File: config.mk
export PLATFORM = sky130hd
export DESIGN_NAME = normalize_shifter
export DESIGN_NICKNAME = d
export VERILOG_FILES = /design/src/rtl/normalize_shifter.sv
export SDC_FILE = /design/constraint.sdc
export NUM_CORES = 1
export LEC_CHECK = 0
export CORE_AREA = 2 2 89 91
export CTS_CLUSTER_DIAMETER = 100
export DETAILED_ROUTE_END_ITERATION = 10
export DIE_AREA = 0 0 91 93
export PLACE_DENSITY_LB_ADDON = 0.15
export REMOVE_ABC_BUFFERS = 1
export SLEW_MARGIN = 20
export SYNTH_ARGS = -nofsm -noshare
export SYNTH_HDL_FRONTEND = slang
export SYNTH_SLANG_ARGS = --single-unit
File: constraint.sdc
create_clock -name clk -period 2 [get_ports clk]
set_input_delay 0.3 -clock clk [delete_from_list [all_inputs] [get_ports clk]]
set_output_delay 0.3 -clock clk [all_outputs]
set_load 0.02 [all_outputs]
File: src/rtl/normalize_shifter.sv
// Post-add normalizer: shifts a raw fraction one bit per cycle until the hidden bit
// leads, tracking the exponent with saturation at 255 and flush-to-zero at the bottom.
module normalize_shifter #(
    parameter int unsigned HIDDEN_BIT = 23
) (
    input  logic        clk,
    input  logic        rst_n,
    input  logic        in_valid,
    output logic        in_ready,
    input  logic [31:0] frac_in,
    input  logic [7:0]  exp_in,
    input  logic        s_in,
    output logic        out_valid,
    input  logic        out_ready,
    output logic [31:0] frac_out,
    output logic [7:0]  exp_out,
    output logic        s_out,
    output logic [5:0]  shift_cnt
);

    typedef enum logic [1:0] {StIdle, StShift, StDone} state_e;

    // Bits above the hidden bit; built as a mask so HIDDEN_BIT = 31 needs no empty slice.
    localparam logic [31:0] HighMask = ~((32'd2 << HIDDEN_BIT) - 32'd1);

    state_e      state_q, state_d;
    logic [31:0] frac_q, frac_d;
    logic [8:0]  exp_q, exp_d;
    logic        s_q, s_d;
    logic [5:0]  cnt_q, cnt_d;
    logic [8:0]  exp_inc;

    assign exp_inc = exp_q + 9'd1;

    always_comb begin
        state_d = state_q;
        frac_d  = frac_q;
        exp_d   = exp_q;
        s_d     = s_q;
        cnt_d   = cnt_q;
        unique case (state_q)
            StIdle: begin
                if (in_valid && in_ready) begin
                    frac_d  = frac_in;
                    exp_d   = {1'b0, exp_in};
                    s_d     = s_in;
                    cnt_d   = '0;
                    state_d = StShift;
                end
            end
            StShift: begin
                if (frac_q == 32'd0) begin
                    exp_d   = '0;
                    state_d = StDone;
                end else if ((frac_q & HighMask) != 32'd0) begin
                    frac_d = frac_q >> 1;
                    cnt_d  = cnt_q + 6'd1;
                    if (exp_inc >= 9'd255) begin
                        exp_d   = 9'd255;
                        state_d = StDone;
                    end else begin
                        exp_d = exp_inc;
                    end
                end else if (frac_q[HIDDEN_BIT]) begin
                    state_d = StDone;
                end else if (exp_q <= 9'd1) begin
                    // Leave frac denormal; the zero exponent makes the next stage flush it.
                    exp_d   = '0;
                    state_d = StDone;
                end else begin
                    frac_d = frac_q << 1;
                    exp_d  = exp_q - 9'd1;
                    cnt_d  = cnt_q + 6'd1;
                end
            end
            StDone: begin
                if (out_ready) begin
                    state_d = StIdle;
                end
            end
            default: state_d = StIdle;
        endcase
    end

    always_ff @(posedge clk) begin
        if (!rst_n) begin
            state_q <= StIdle;
            frac_q  <= '0;
            exp_q   <= '0;
            s_q     <= 1'b0;
            cnt_q   <= '0;
        end else begin
            state_q <= state_d;
            frac_q  <= frac_d;
            exp_q   <= exp_d;
            s_q     <= s_d;
            cnt_q   <= cnt_d;
        end
    end

    assign in_ready  = (state_q == StIdle) && rst_n;
    assign out_valid = (state_q == StDone);
    assign frac_out  = frac_q;
    assign exp_out   = exp_q[7:0];
    assign s_out     = s_q;
    assign shift_cnt = cnt_q;

endmodule
==> metrics, run 1 <==
status=finished, violations left; failing checks=setup timing; Slew Viols, Final=0; final period utilization=102%; Final Critical Period=approximately 2.0 ns; Placer Congestion=0.925; CTS Sinks=50; hold path start=s_out$_SDFFE_PN0P_; Worst EP required=2.19 ns; CTS Buf Count=5; WL/cell=between 15 and 20 µm; Lkg Pwr=between 0.0015 and 0.002 µW; largest family of logic cells by synthesized area=compound AO/OA/AOI/OAI gates; Synth Flop Type=dfxtp_1; hpwl dp=slightly above 8 mm; CP Class=reg -> reg; worst r2r src=exp_q[2]$_SDFFE_PN0P_; DRT Pass-1 Iters=8; Fmax=between 400 and 500 MHz; CP startpoint kind=flip-flop; Rel. slew slack=between 60% and 70%; row count=32; Layout area overhead=57.3%; mux cell area share after synthesis=under 10%; Die Span X=between 90 and 100 µm; P per Cell Area=~1100 nW/µm²; die area=8460 µm²; Synth Area in XOR/XNOR=1.35%; Top Ports=between 90 and 100; Avg Inst Size Synth=between 8 and 9 µm²; crit path DAT=around 2.2 ns; DR vias=3910; Non-Filler Instances=627; antenna-violating nets left=0; largest net degree at the start of global routing=31; Overall Global Routing Usage=between 20% and 30%; crit end category=flip-flop; H-tree Lvls=2; first-pass GRT wire length=18.2 mm; root buf cell=clkbuf_8; CP max FO=18; Clock Latency Late Sink=just over 0.3 ns; GRT overflow=0; Cell Area, Placed=about 4700 µm²; Post-Syn Area=approximately 3300 µm²; synthesized instance count=395; core outline area=7530 µm²; antenna violations before repair=0; CTS tree=done; placed insts=618; final hold vios=0; IR drop worst, VDD=0.000546 V; vias in the first global route=3686; worst reg2reg path endpoint=frac_out[4]$_SDFFE_PN0P_; Vias/cell=between 6 and 7; Synth Area in Adders=1.92%; min-delay worst type=reg -> reg; worst slew pin tran=0.471 ns; chip height=93 µm; Worst Skew=just under 0.01 ns; starting density of the core=a little over two fifths; DRC viols=0; post-synthesis sequential area ratio=slightly above 30%; simple-gate share of the synthesized area=approximately 22%; final wirelength=~12 mm; final setup TNS=-0.0482 ns; CTS Hold Bufs=0; number of antenna diodes=0; Max clock buf depth=2; Async S/R FF share, synth=0%; hold endpoint=s_out$_SDFFE_PN0P_; fin nets=approximately 570; RSZ-0062 raised after global routing=true; Synth cell types=between 60 and 70; final instance area=around 5100 µm²; Hold Crit Depth=2; R2R setup slack=-0.05 ns; PortBufs=93; Yosys reg bits=50; reg2reg path depth=6; fin worst setup slack=-0.0482 ns; Final setup viols=1; share of post-route cells with drive strength above 1=a little over a quarter; EDFF count, synth=0; Max-cap violations=0; Synth Warn #=0; compound-gate portion of the synthesized area=about a third; Filler cells=between 600 and 700; drt first-iter violations=415; Worst-path clk slew=between 0.1 and 0.15 ns
[flip-flops by register name (all words and copies together), names as in the netlist]
register	flops
frac_out	32
exp_q	9
shift_cnt	6
state_q	2
s_out	1
[logic make-up (layout without fill, tap and decap cells)]
group | after synthesis | in the layout
DFF | 50 | 50
adders and majority gates | 5 | 5
xor gates and xnor gates | 5 | 5
AOI/OAI and AO/OA | 148 | 148
buffers and inverters | 53 | 183
and+or+nand+nor | 127 | 127
muxes | 7 | 7
[worst max path at each step]
stage                                  from                         to  slack [ns]  cells after the start
CTS                   exp_q[2]$_SDFFE_PN0P_  frac_out[20]$_SDFFE_PN0P_       -0.02                      6
global route          exp_q[2]$_SDFFE_PN0P_   frac_out[4]$_SDFFE_PN0P_       -0.08                      6
finish                exp_q[2]$_SDFFE_PN0P_   frac_out[4]$_SDFFE_PN0P_       -0.05                      6
global placement                      rst_n  frac_out[23]$_SDFFE_PN0P_       -0.16                      7
floorplan           state_q[1]$_SDFFE_PN0P_    state_q[1]$_SDFFE_PN0P_       -0.51                      5
detailed placement                    rst_n  frac_out[24]$_SDFFE_PN0P_       -0.26                      8
[synthesized netlist by cell type (2+ instances only)]
master     number  share of area [%]
xor2_1          3               0.81
o211ai_1        3               0.69
nand2_2         2               0.38
o31ai_1        25                5.8
nand2b_1        2               0.38
o21ai_1         6               0.92
o21ai_0         5               0.77
nor4_4          3                2.0
and3_1          2               0.38
nor2b_1         5               0.96
xnor2_1         2               0.54
nand2_1        36                4.2
or3_1           8                1.5
a32oi_1         3               0.81
ha_1            5                1.9
clkbuf_1       29                3.3
buf_6           2               0.69
o22ai_1         2               0.38
a31oi_1         3               0.58
dfxtp_1        50                 31
o2111ai_1       2               0.54
buf_4           8                1.8
buf_2           8                1.2
a221oi_1        3               0.81
and4_1          2               0.54
a22oi_1         3               0.69
nand3_1        15                2.3
a21o_1          2               0.46
nand3b_1        2               0.46
nor2_1         11                1.3
nand4_1         6                1.2
a211oi_1       11                2.5
inv_1           5               0.58
a311oi_1        9                2.4
a222oi_1       22                6.8
nor3_1         13                2.0
mux2i_1         7                2.2
and2_1          5               0.96
a21oi_1        32                4.9
nor4_1          7                1.3
[through the flow]
stage	utilization (%)	hold slack [ns]	setup slack, ns	power [µW]
6_report	68.0	0.473	-0.0482	5520
3_5_place_dp	62.7	0.463	-0.258	4440
2_1_floorplan	-	0.409	-0.508	2880
3_3_place_gp	62.7	0.446	-0.165	4400
4_1_cts	64.6	0.476	-0.0156	5230
5_1_grt	68.0	0.502	-0.0817	5790
[where the power goes]
part	switching [µW]	internal [µW]	leakage, µW	total, µW
clock network	382	382	0.0000563	764
registers	239	1220	0.000414	1460
logic	1740	1570	0.00144	3300
total	2360	3170	0.00191	5520
[final cells by class]
type                            count  area (µm²)  share of cell area, %
Inverter                            5        18.8                  0.367
Multi-Input combinational cell    292        2240                   43.9
Clock buffer                        5        68.8                   1.35
Timing Repair Buffer              170        1600                   31.2
Clock inverter                      3        48.8                  0.954
Sequential cell                    50        1010                   19.7
Tap cell                          102         128                   2.50
[repair_timing]
action / 4_1_cts / 5_1_grt
cloned: 0 / 1
pin swaps: 0 / 16
resized for setup: 6 / 47
endpoints found under the setup margin: 8 / 45
setup buffers: 0 / 0
[worst max-delay path: stages, from the launching register on]
cell	delay, ns
dfxtp_2	0.33
or4_4	0.55
or3_4	0.38
o211a_4	0.17
buf_12	0.16
o31ai_2	0.25
a21oi_1	0.09
[routing by layer]
metal | share of wire (%) | vias to the layer above | GRT usage, %
li1 | - | 1804 | -
met1 | 43 | 1866 | 35.5
met2 | 47 | 221 | 42.2
met3 | 8.7 | 19 | 5.00
met4 | 1.3 | 0 | 5.05
met5 | 0 | - | 0
[placed cells by master, fill, tap and decap left out, drive strengths merged, types with 4 or more instances in the layout]
cell and count:
o211ai 4, and2 6, nor4 10, a222oi 22
or3 9, o21ai 12, ha 5, dfxtp 50
o31ai 25, inv 6, a211oi 11, nand4 6
a21oi 33, nor3 14, buf 76, mux2i 7
clkbuf 6, nand3 15, clkdlybuf4s50 91, a311oi 10
nor2 11, nand2 38, nor2b 5
No activity file was read; power rests on OpenSTA's default activity.
==> run 2, diff against run 1 <==
--- a/config.mk
+++ b/config.mk
@@ -5,11 +5,14 @@
 export SDC_FILE = /design/constraint.sdc
 export NUM_CORES = 1
 export LEC_CHECK = 0
-export CORE_AREA = 2 2 89 91
+export ABC_AREA = 1
+export CORE_AREA = 2 2 91 93
 export CTS_CLUSTER_DIAMETER = 100
 export DETAILED_ROUTE_END_ITERATION = 10
-export DIE_AREA = 0 0 91 93
+export DIE_AREA = 0 0 93 95
+export MAX_ROUTING_LAYER = met4
 export PLACE_DENSITY_LB_ADDON = 0.15
+export RECOVER_POWER = 100
 export REMOVE_ABC_BUFFERS = 1
 export SLEW_MARGIN = 20
 export SYNTH_ARGS = -nofsm -noshare
==> run 2 against run 1 <==
The flow now finishes without violations. Core utilization fell by 12 points. Sequential share of layout area rose by 2.7 points. First-iteration DRC count fell by 62%. Fmax rose by 9.9%. Worst hold slack got worse by 0.0055 ns. Final area fell by 13%. Highest routed layer unchanged. Clock skew rose by 0.0012 ns. Final cell count rose by 15%. Total power rose by 42%. Clock power fell by 25%. Critical path type is now in -> out. Sequential cell count did not move. Wire length fell by 21%.
==> metrics, run 2 <==
max reg flops=32; antenna violations before repair=0; leading cell type in the layout, fill and taps excluded=nand2_1; Synth Warn #=0; min-delay worst type=reg -> reg; Synth Flop Type=dfxtp_1; DRC viols=0; Max clock buf depth=2; CP max FO=2; Worst EP required=approximately 1.7 ns; crit path DAT=1.56 ns; Setup Slack @ Placement=-0.0690 ns; Vias/cell=about 5.0; EDFF count, synth=0; P per Cell Area=approximately 1800 nW/µm²; Layout area overhead=33.2%; Lkg Pwr=roughly 0.002 µW; Filler cells=roughly 810; Final setup viols=0; most frequent cell after synthesis=nand2_1; fin nets=around 670; core outline area=approximately 7900 µm²; Synth top area share=about 30%; Final Critical Period=1.86 ns; first-pass GRT wire length=about 16 mm; Die Span X=about 93 µm; CP startpoint kind=input port; multi-input logic area=between 1500 and 2000 µm²; root buf cell=clkbuf_8; Avg Inst Size Synth=around 6.4 µm²; CTS tree=done; worst slew pin tran=0.470 ns; chip height=~95 µm; final period utilization=between 90 and 100%; IR drop worst, VDD=~0.00064 V; Synth top cells by count=nand2_1, nor2_1, o21ai_0; Placer Congestion=about 0.91; vias in the first global route=around 3400; RSZ-0062 raised after global routing=false; final wirelength=9.37 mm; row count=33; post-synthesis sequential area ratio=between 20 and 30%; largest net degree at the start of global routing=just under 50; fin worst setup slack=roughly 0.14 ns; Max-cap violations=0; GRT overflow=0; Power Total=roughly 7800 µW; area leader, netlist=dfxtp_1; most frequent cells in the layout=nand2_1, nor2_1, o21ai_0; Overall Global Routing Usage=22.3%; crit end category=primary output; Synth cell types=35; Worst Skew=approximately 0.011 ns; Top Ports=94; Slew Viols, Final=0; Rel. slew slack=68.7%; hpwl dp=~7 mm; synthesized instance count=527; die area=8840 µm²; CTS Buf Count=5; Yosys reg bits=50; Post-Syn Area=between 3000 and 4000 µm²; synth top area cells=dfxtp_1, nand2_1, o21ai_0; status=finished, final reports clean; Fmax=537 MHz; final hold vios=0; antenna-violating nets left=0; Post-CTS Setup Bufs=0; starting density of the core=between 40% and 50%; WL/cell=approximately 13 µm; PortBufs=93; Sequential Area=roughly 1000 µm²; H-tree Lvls=2; CTS Sinks=50; CP Class=in -> out; drt first-iter violations=about 160; number of antenna diodes=0; Clock Latency Late Sink=~0.3 ns; share of post-route cells with drive strength above 1=10.5%; DRT Pass-1 Iters=4; DR vias=3605; Worst-path clk slew=~0.10 ns; Async S/R FF share, synth=0%
-- run 2: cell types whose count changed after synthesis, sizes merged, moves of 20 or more --
cell and delta:
a222oi -22, clkbuf -20, inv +51, nand2 +79, nor2 +67, o21ai +57, o31ai -25
-- run 2: final cells by class --
| cell class | instances | share of cell area (%) |
|---|---|---|
| multi-input combinational | 387 | 43.0 |
| timing repair buffer | 116 | 25.1 |
| sequential | 50 | 22.5 |
| inverter | 57 | 4.79 |
| tap | 105 | 2.94 |
| clock buffer | 7 | 1.71 |
-- run 2: through the flow --
step | cell area [µm²] | cells | util [%] | hold slack, ns | TNS [ns]
finish | 4470 | 722 | 56.3 | 0.467 | 0
global route | 4470 | 722 | 56.3 | 0.498 | 0
floorplan | 3130 | 494 | - | 0.410 | -4.38
detailed placement | 4390 | 715 | 55.4 | 0.465 | -0.578
global placement | 4390 | 715 | 55.4 | 0.458 | -0.217
CTS | 4470 | 722 | 56.3 | 0.476 | 0
-- run 2: worst paths after layout --
kind / startpoint / end / slack [ns] / depth (start not counted)
max: rst_n / in_ready / 0.14 / 4
min: s_out$_SDFFE_PN0P_ / s_out$_SDFFE_PN0P_ / 0.47 / 2
max reg2reg: frac_out[31]$_SDFFE_PN0P_ / exp_q[2]$_SDFFE_PN0P_ / 0.15 / 10
min reg2reg: s_out$_SDFFE_PN0P_ / s_out$_SDFFE_PN0P_ / 0.47 / 2
-- run 2: per-layer routing --
metal,track usage [%],up-vias,part of all wire (%)
li1,-,1885,-
met1,27.7,1627,45
met2,37.7,81,49
met3,2.87,12,4.0
met4,7.11,0,1.8
met5,-,-,0
-- run 2: report_power, final --
part	total, µW	switching, µW	internal, µW	leakage, µW
Combinational	5380	3320	2060	0.00154
Clock	575	333	242	0.0000383
Sequential	1860	424	1440	0.000413
-- run 2: cell families after synthesis --
family | Yosys count | synth area share [%]
fa+ha+maj | 5 | 1.87
simple gates | 260 | 35.8
flops | 50 | 29.9
compound gates | 114 | 17.3
buf+inv | 90 | 13.1
xor+xnor | 8 | 2.09
-- run 2: timing repair --
| action | in CTS | in global routing |
|---|---|---|
| endpoints found under the setup margin | 1 | 27 |
| hold buffers | 0 | 0 |
| gates resized for setup | 1 | 6 |
-- run 2: worst max-delay path, stage by stage --
cell,delay (ns)
dlygate4sd3_1,0.63
inv_1,0.11
nor2_1,0.17
dlygate4sd2_1,0.36
